File: src/rtl/in_debounce_if.sv
// Signal bundle between the input pads, the debouncer and the downstream process plugin.
// The master side (pads + plugin) drives raw inputs and controls; the slave side is the debouncer.
interface in_debounce_if #(
  parameter int unsigned WIDTH = 16,
  parameter int unsigned CNT_W = 8
);
  logic [WIDTH-1:0] pad_in;
  logic [CNT_W-1:0] debounce_len;
  logic [WIDTH-1:0] invert;
  logic             in_enable;
  logic [WIDTH-1:0] internal_in;
  logic [WIDTH-1:0] rise_pulse;
  logic [WIDTH-1:0] fall_pulse;

  modport master (
    output pad_in,
    output debounce_len,
    output invert,
    output in_enable,
    input  internal_in,
    input  rise_pulse,
    input  fall_pulse
  );

  modport slave (
    input  pad_in,
    input  debounce_len,
    input  invert,
    input  in_enable,
    output internal_in,
    output rise_pulse,
    output fall_pulse
  );
endinterface

File: src/rtl/in_debounce.sv
// Multi-channel input conditioner: 2-flop synchronizer, per-channel stability counter,
// polarity inversion and registered edge strobes keyed to the debounced (pre-invert) state.
module in_debounce #(
  parameter int unsigned WIDTH = 16,
  parameter int unsigned CNT_W = 8
) (
  input logic          clk,
  input logic          rst,
  in_debounce_if.slave bus
);

  logic [WIDTH-1:0] s1_q, s2_q;
  logic [WIDTH-1:0] st_q, st_d;
  logic [WIDTH-1:0] rise_q, rise_d;
  logic [WIDTH-1:0] fall_q, fall_d;
  logic [CNT_W-1:0] cnt_q [WIDTH];
  logic [CNT_W-1:0] cnt_d [WIDTH];
  logic [CNT_W-1:0] leff_m1;

  // A length of 0 is treated as 1, so the terminal count is 0 in both cases.
  always_comb begin
    leff_m1 = '0;
    if (bus.debounce_len != '0) begin
      leff_m1 = bus.debounce_len - CNT_W'(1);
    end
  end

  // ">=" rather than "==" lets a length reduced mid-count commit on the next mismatch.
  always_comb begin
    st_d   = st_q;
    rise_d = '0;
    fall_d = '0;
    for (int i = 0; i < WIDTH; i++) begin
      cnt_d[i] = '0;
      if (bus.in_enable && (s2_q[i] != st_q[i])) begin
        if (cnt_q[i] >= leff_m1) begin
          st_d[i]   = s2_q[i];
          rise_d[i] = s2_q[i];
          fall_d[i] = ~s2_q[i];
        end else begin
          cnt_d[i] = cnt_q[i] + CNT_W'(1);
        end
      end
    end
  end

  always_ff @(posedge clk or posedge rst) begin
    if (rst) begin
      s1_q   <= '0;
      s2_q   <= '0;
      st_q   <= '0;
      rise_q <= '0;
      fall_q <= '0;
      for (int i = 0; i < WIDTH; i++) begin
        cnt_q[i] <= '0;
      end
    end else begin
      s1_q   <= bus.pad_in;
      s2_q   <= s1_q;
      st_q   <= st_d;
      rise_q <= rise_d;
      fall_q <= fall_d;
      for (int i = 0; i < WIDTH; i++) begin
        cnt_q[i] <= cnt_d[i];
      end
    end
  end

  // Inversion is applied after the state register so polarity changes never strobe.
  assign bus.internal_in = st_q ^ bus.invert;
  assign bus.rise_pulse  = rise_q;
  assign bus.fall_pulse  = fall_q;

endmodule

File: src/flat_wrapper.sv
// flat-port wrapper written by rule: the top's interface ports become plain ports
module in_debounce_flat 
#(
  parameter int unsigned WIDTH = 16,
  parameter int unsigned CNT_W = 8
)
  (clk, rst, bus_pad_in, bus_debounce_len, bus_invert, bus_in_enable, bus_internal_in, bus_rise_pulse, bus_fall_pulse);
  in_debounce_if #(.WIDTH(WIDTH), .CNT_W(CNT_W)) bus_i ();
  input logic clk;
  input logic rst;
  input wire logic [$bits(bus_i.pad_in)-1:0] bus_pad_in;
  input wire logic [$bits(bus_i.debounce_len)-1:0] bus_debounce_len;
  input wire logic [$bits(bus_i.invert)-1:0] bus_invert;
  input wire logic [$bits(bus_i.in_enable)-1:0] bus_in_enable;
  output wire logic [$bits(bus_i.internal_in)-1:0] bus_internal_in;
  output wire logic [$bits(bus_i.rise_pulse)-1:0] bus_rise_pulse;
  output wire logic [$bits(bus_i.fall_pulse)-1:0] bus_fall_pulse;
  assign bus_i.pad_in = bus_pad_in;
  assign bus_i.debounce_len = bus_debounce_len;
  assign bus_i.invert = bus_invert;
  assign bus_i.in_enable = bus_in_enable;
  assign bus_internal_in = bus_i.internal_in;
  assign bus_rise_pulse = bus_i.rise_pulse;
  assign bus_fall_pulse = bus_i.fall_pulse;
  in_debounce #(.WIDTH(WIDTH), .CNT_W(CNT_W)) u_core (.clk(clk), .rst(rst), .bus(bus_i));
endmodule
File: config.mk
export PLATFORM = sky130hd
export DESIGN_NAME = in_debounce_flat
export DESIGN_NICKNAME = d
export VERILOG_FILES = /design/src/rtl/in_debounce_if.sv /design/src/rtl/in_debounce.sv /design/src/flat_wrapper.sv
export SDC_FILE = /design/constraint.sdc
export NUM_CORES = 1
export LEC_CHECK = 0
export ABC_AREA = 1
export CORE_UTILIZATION = 26
export DETAILED_ROUTE_END_ITERATION = 10
export GPL_ROUTABILITY_DRIVEN = 0
export PLACE_DENSITY = 0.46
export SYNTH_ARGS = -nofsm -noshare
export SYNTH_HDL_FRONTEND = slang
export SYNTH_SLANG_ARGS = --single-unit
File: constraint.sdc
create_clock -name clk -period 22.3 [get_ports clk]
set_input_delay 4.46 -clock clk [delete_from_list [all_inputs] [get_ports clk]]
set_output_delay 4.46 -clock clk [all_outputs]
set_load 0.03 [all_outputs]
==> flow_summary.ini, run 1 <==
[clocking]
cts_tree = built
clk_pin_slew_ns = 0.06
clock_latency_ns = 0.54
cts_resized = 0
hold_buffers = 0
cts_setup_buffers = 0
cts_sinks = 208
cts_root_buf = clkbuf_16
cts_buffers = 27
cts_max_level = 1
cts_buffer_depth = 3

[route]
firstDrtPassIters = 4
viasPerCell = 4.190
num_vias = 8245
drt_iter0_markers = 275
drtAntennaViolNets = 0
drcViolationCount = 0
wl_per_cell_um = 12.41
routed_wl_um = 24410

[flow_run]
maxCapViolCount = 0

[placement]
dp_hpwl_um = 15960
io_buffers = 90
post-place-ws_ns = 12.07
placedCellCount = 1918
place_area_um2 = 13290

[synthesis]
ys_seq_elements = 208
synthCells = 1237
synth_fp_nets = 1425
synth_area_leaders = dfrtp_1, ha_1, nand2_1, xor2_1, nor2_1
yosysMostFrequentCell = nand2_1
synth.distinct_cells = 25
synth_top_cells_by_count = nand2_1, dfrtp_1, nor2_1
synth_top_area_cell = dfrtp_1
yosys_warnings = 0
ys_seq_area_share_pct = 44.91
async_reset_ff_share_pct = 100.0
synth_edf_count = 0
postSynthAreaPerCell_um2 = 9.368
yosysTopAreaCellShare_pct = 44.91
synth_flop_cell = dfrtp_1
syn-cell-area_um2 = 11590

[critical_path]
cp.arrival_ns = 5.76
cp_num_buf_inv = 2
critPathMaxFanout = 1
critical_path.most_common_cell = clkdlybuf4s50_1
end_kind = primary output
worstPathRequired_ns = 17.84
crit_path_cell_trace = clkdlybuf4s50_1, xor2_1, clkdlybuf4s50_1
crit_path_start_kind = input pin
cp_top_family = buffers and inverters
crit_path_top_delay_cell = clkdlybuf4s50_1
critPathKind = in2out
critical-path-max-stage-delay_ns = 0.69

[timing]
post-route-min-period_ns = 10.22
finalHoldViolCount = 0
worst_slack_ns = 12.08
tns_ns = 0
fmax_mhz = 97.80
rsz0062_at_grt = false
slew_headroom_pct = 35.57
fin_skew_ns = 0.01307
worstMarginPinSlew_ns = 0.9665
min_period_over_period_pct = 45.85
setup_violations = 0
holdWs_ns = 0.3458
slew_violations = 0

[die]
initial_core_util_pct = 26.61
die_area_um2 = 45420
core_um2 = 43550
die_h_um = 213.1
dieWidth_um = 213.1
io_pins = 91
num_rows = 76

[power_and_ir_drop]
power_mw = 0.9452
p_leak_nw = 7.141
power_per_cell_area_nw_per_um2 = 66.32
ir_drop_mv = 0.04891

[cells_and_area]
layout-drive-gt1-share_pct = 7.231
diodes = 0
nets = 1550
area_growth_pct = 22.99
final_cell_area_um2 = 14250
final_util_pct = 32.73
layout.cells.non_filler = 1968

[global_routing]
use_met3_pct = 2.177
grt_first_pass_wirelength_um = 40970
grt_usage_pct = 11.37
overflow = 0
busiest_layer = met2
grtUsageMet1_pct = 15.40
antenna_found_initial = 0
grt_pass1_vias = 8225
grt_max_degree = 138
use_met2_pct = 18.39

[worst_hold_path]
hold_class = reg2reg

[outcome]
status = complete, no violations
-- registers in the layout (all words and copies together), names as in the netlist --
name,flops
u_core.cnt_q,128
u_core.bus.fall_pulse,16
u_core.bus.rise_pulse,16
u_core.s1_q,16
u_core.s2_q,16
u_core.st_q,16
-- cell usage in the layout (no fill, tap or decap), types with 3 or more instances in the layout --
master / Yosys / final
clkbuf_16: 0 / 27
ha_1: 145 / 145
dfrtp_1: 208 / 208
buf_4: 0 / 7
o21ai_0: 9 / 7
inv_1: 137 / 136
nand3_2: 5 / 5
clkinv_2: 0 / 5
bufinv_16: 0 / 3
clkdlybuf4s50_1: 0 / 89
nand2_1: 226 / 226
nand3b_1: 16 / 16
a21oi_4: 10 / 11
xor2_1: 94 / 94
nand3_4: 10 / 10
o21a_1: 15 / 15
clkbuf_8: 0 / 11
a21oi_1: 38 / 37
o21ai_2: 10 / 12
nand4_1: 18 / 18
nor2_1: 198 / 197
xnor2_1: 18 / 18
nand3_1: 71 / 71
-- metal layers --
metal | vias to the layer above | share of wire [%]
met1 | 3864 | 50
met3 | 36 | 3.5
li1 | 4254 | -
met2 | 91 | 44
met4 | 0 | 2.2
met5 | - | 0
-- kinds of logic after synthesis --
group / share of synthesized area (%)
buffers and inverters: 4.535
AOI/OAI and AO/OA: 5.366
DFF: 44.91
xor gates and xnor gates: 8.465
and+or+nand+nor: 21.06
adders and majority gates: 15.66
-- power breakdown --
| part | internal, mW | total [mW] | switching, mW |
|---|---|---|---|
| Clock | 0.292 | 0.461 | 0.169 |
| Sequential | 0.385 | 0.394 | 0.00862 |
| Combinational | 0.0345 | 0.0907 | 0.0562 |
-- final timing paths --
kind | from | to | slack [ns] | cells after the start
setup / recovery | bus_invert[6] | bus_internal_in[6] | 12.08 | 3
hold / removal | u_core.s1_q[6]$_DFF_PP0_ | u_core.s2_q[6]$_DFF_PP0_ | 0.35 | 0
setup reg to reg | u_core.cnt_q[29]$_DFF_PP0_ | u_core.cnt_q[29]$_DFF_PP0_ | 20.72 | 6
hold reg to reg | u_core.s1_q[6]$_DFF_PP0_ | u_core.s2_q[6]$_DFF_PP0_ | 0.35 | 0
max in group asynchronous | rst | u_core.cnt_q[94]$_DFF_PP0_ | 16.20 | 3
min in group asynchronous | rst | u_core.bus.rise_pulse[6]$_DFF_PP0_ | 4.54 | 2
-- area by class of cell --
type                    instances  area, um^2
flip-flops and latches        208        5205
well taps                     585       732.0
multi-input cells             891        5879
fillers                      4559       29300
inverters                     137       521.8
clock buffers                  40       834.6
repair buffers                 97       948.4
clock inverters                10       131.4
No activity file was read; power rests on OpenSTA's default activity.
==> run 2: changes to the inputs <==
--- a/config.mk
+++ b/config.mk
@@ -9,7 +9,7 @@
 export CORE_UTILIZATION = 26
 export DETAILED_ROUTE_END_ITERATION = 10
 export GPL_ROUTABILITY_DRIVEN = 0
-export PLACE_DENSITY = 0.46
+export PLACE_DENSITY = 0.47
 export SYNTH_ARGS = -nofsm -noshare
 export SYNTH_HDL_FRONTEND = slang
 export SYNTH_SLANG_ARGS = --single-unit
==> constraint.sdc (replaced) <==
create_clock -name clk -period 8.6 [get_ports clk]
set_input_delay 1.72 -clock clk [delete_from_list [all_inputs] [get_ports clk]]
set_output_delay 1.72 -clock clk [all_outputs]
set_load 0.03 [all_outputs]
==> run 2 against run 1 <==
  * Final cell count about the same
  * First-iteration DRC count up 16%
  * Core utilization down 0.22 points
  * Non-clock buffer count unchanged
  * Combinational power rose to 2.6 times the previous value
  * Worst hold slack barely moved
  * Die area did not move
  * Sequential power grew to 2.6 times the previous value
  * Critical path depth stayed put
  * Clock skew decreased by 0.0024 ns
  * Total power is 150% higher
  * Setup slack got worse by 8.2 ns
  * Critical endpoint is now bus_internal_in[15]
  * Largest power group unchanged
==> flow_summary.ini, run 2 (same netlist as run 1, synthesis figures left out) <==
[clocking]
cts_tree = built
hold_buffers = 0
cts_setup_buffers = 0
cts_root_buf = clkbuf_16
cts_buffers = 27
cts_resized = 0
cts_buffer_depth = 3
cts_sinks = 208
clock_latency_ns = 0.55
clk_pin_slew_ns = 0.05
cts_max_level = 1

[placement]
dp_hpwl_um = 16500
io_buffers = 90
post-place-ws_ns = 3.635
place_area_um2 = 13290

[timing]
tns_ns = 0
fin_skew_ns = 0.01071
rsz0062_at_grt = false
finalHoldViolCount = 0
slew_headroom_pct = 36.18
fmax_mhz = 210.4
setup_violations = 0
post-route-min-period_ns = 4.752
holdWs_ns = 0.3456
worst_slack_ns = 3.848
min_period_over_period_pct = 55.26
worstMarginPinSlew_ns = 0.9563
slew_violations = 0

[route]
drtAntennaViolNets = 0
firstDrtPassIters = 4
viasPerCell = 4.198
drcViolationCount = 0
num_vias = 8258
wl_per_cell_um = 12.42
drt_iter0_markers = 318
routed_wl_um = 24440

[critical_path]
critPathMaxFanout = 1
critical-path-max-stage-delay_ns = 0.69
crit_path_top_delay_cell = clkdlybuf4s50_1
r2r_start = u_core.cnt_q[29]$_DFF_PP0_
crit_path_start_kind = input pin
rr_endpoint = u_core.cnt_q[31]$_DFF_PP0_
ff2ff_path_depth = 6
cp.arrival_ns = 3.03
crit_path_cell_trace = clkdlybuf4s50_1, xor2_1, clkdlybuf4s50_1
critPathKind = in2out
end_kind = primary output
critical_path.most_common_cell = clkdlybuf4s50_1
r2r_setup_slack_ns = 7.01
worstPathRequired_ns = 6.88

[cells_and_area]
final_cell_area_um2 = 14160
num-fill-cells = 4561
regMostFlops = u_core.cnt_q
layout-drive-gt1-share_pct = 6.874
area_growth_pct = 22.18
largest_register_ffs = 128
nets = 1550
final_cell_mix = nand2_1, dfrtp_1, nor2_1
diodes = 0
final_common_cell = nand2_1

[die]
core_um2 = 43550
io_pins = 91
die_area_um2 = 45420
dieWidth_um = 213.1
die_h_um = 213.1
initial_core_util_pct = 26.61
num_rows = 76

[global_routing]
grt_first_pass_wirelength_um = 41480
antenna_found_initial = 0
grt_max_degree = 108
overflow = 0
grt_usage_pct = 11.45
grt_pass1_vias = 8189

[worst_hold_path]
whs_endpoint = u_core.s2_q[10]$_DFF_PP0_
hold_depth = 0
min_from = u_core.s1_q[10]$_DFF_PP0_
hold_class = reg2reg

[power_and_ir_drop]
power_mw = 2.345
p_leak_nw = 7.092
power_per_cell_area_nw_per_um2 = 165.6
ir_drop_mv = 0.1242

[flow_run]
maxCapViolCount = 0

[outcome]
status = complete, no violations
==> run 2: changes by cell type in the layout (fill, tap and decap cells not counted), sizes merged <==
cell,delta
bufinv,-3
clkbuf,+3
clkinv,-1
==> run 2: per-layer routing <==
metal  vias up  part of all wire [%]  GRT usage, %
met5         -                     0             0
met3        47                   3.9         2.133
met4         0                   2.8         3.820
met1      3834                    49         15.46
li1       4269                     -             -
met2       108                    44         18.29
==> run 2: through the flow <==
| step | util, % | std cells |
|---|---|---|
| finish | 32.51 | 1967 |
| global route | 32.51 | 1967 |
| CTS | 32.51 | 1967 |
| floorplan | - | 1237 |
| detailed placement | 30.51 | 1918 |
| global placement | 30.51 | 1918 |
==> run 2: layout make-up <==
type	instances	area, um^2	share of cell area, %
inverter	137	521.8	3.685
tap	585	732.0	5.170
sequential	208	5205	36.76
timing repair buffer	97	948.4	6.698
multi-input combinational	891	5879	41.53
clock inverter	6	36.28	0.2563
clock buffer	43	835.8	5.903
==> run 2: power by group <==
| part | switching, mW | internal, mW | total [mW] |
|---|---|---|---|
| sequential | 0.0227 | 0.999 | 1.02 |
| combinational | 0.143 | 0.0897 | 0.233 |
| clock | 0.430 | 0.660 | 1.09 |
==> run 2: how the worst max path moves through the flow <==
stage	startpoint	endpoint	slack, ns	cells past startpoint
after global routing	bus_invert[11]	bus_internal_in[11]	3.78	3
final	bus_invert[15]	bus_internal_in[15]	3.85	3
after global placement	bus_debounce_len[0]	u_core.st_q[7]$_DFFE_PP0P_	3.65	17
after detailed placement	bus_debounce_len[0]	u_core.cnt_q[119]$_DFF_PP0_	3.63	16
after CTS	bus_invert[14]	bus_internal_in[14]	3.83	3
after floorplan	rst	u_core.bus.fall_pulse[0]$_DFF_PP0_	1.20	1
==> run 2: worst max-delay path, delay by kind of cell <==
family | cells | cell delay, ns
buf+inv | 2 | 1.16
xor+xnor | 1 | 0.15
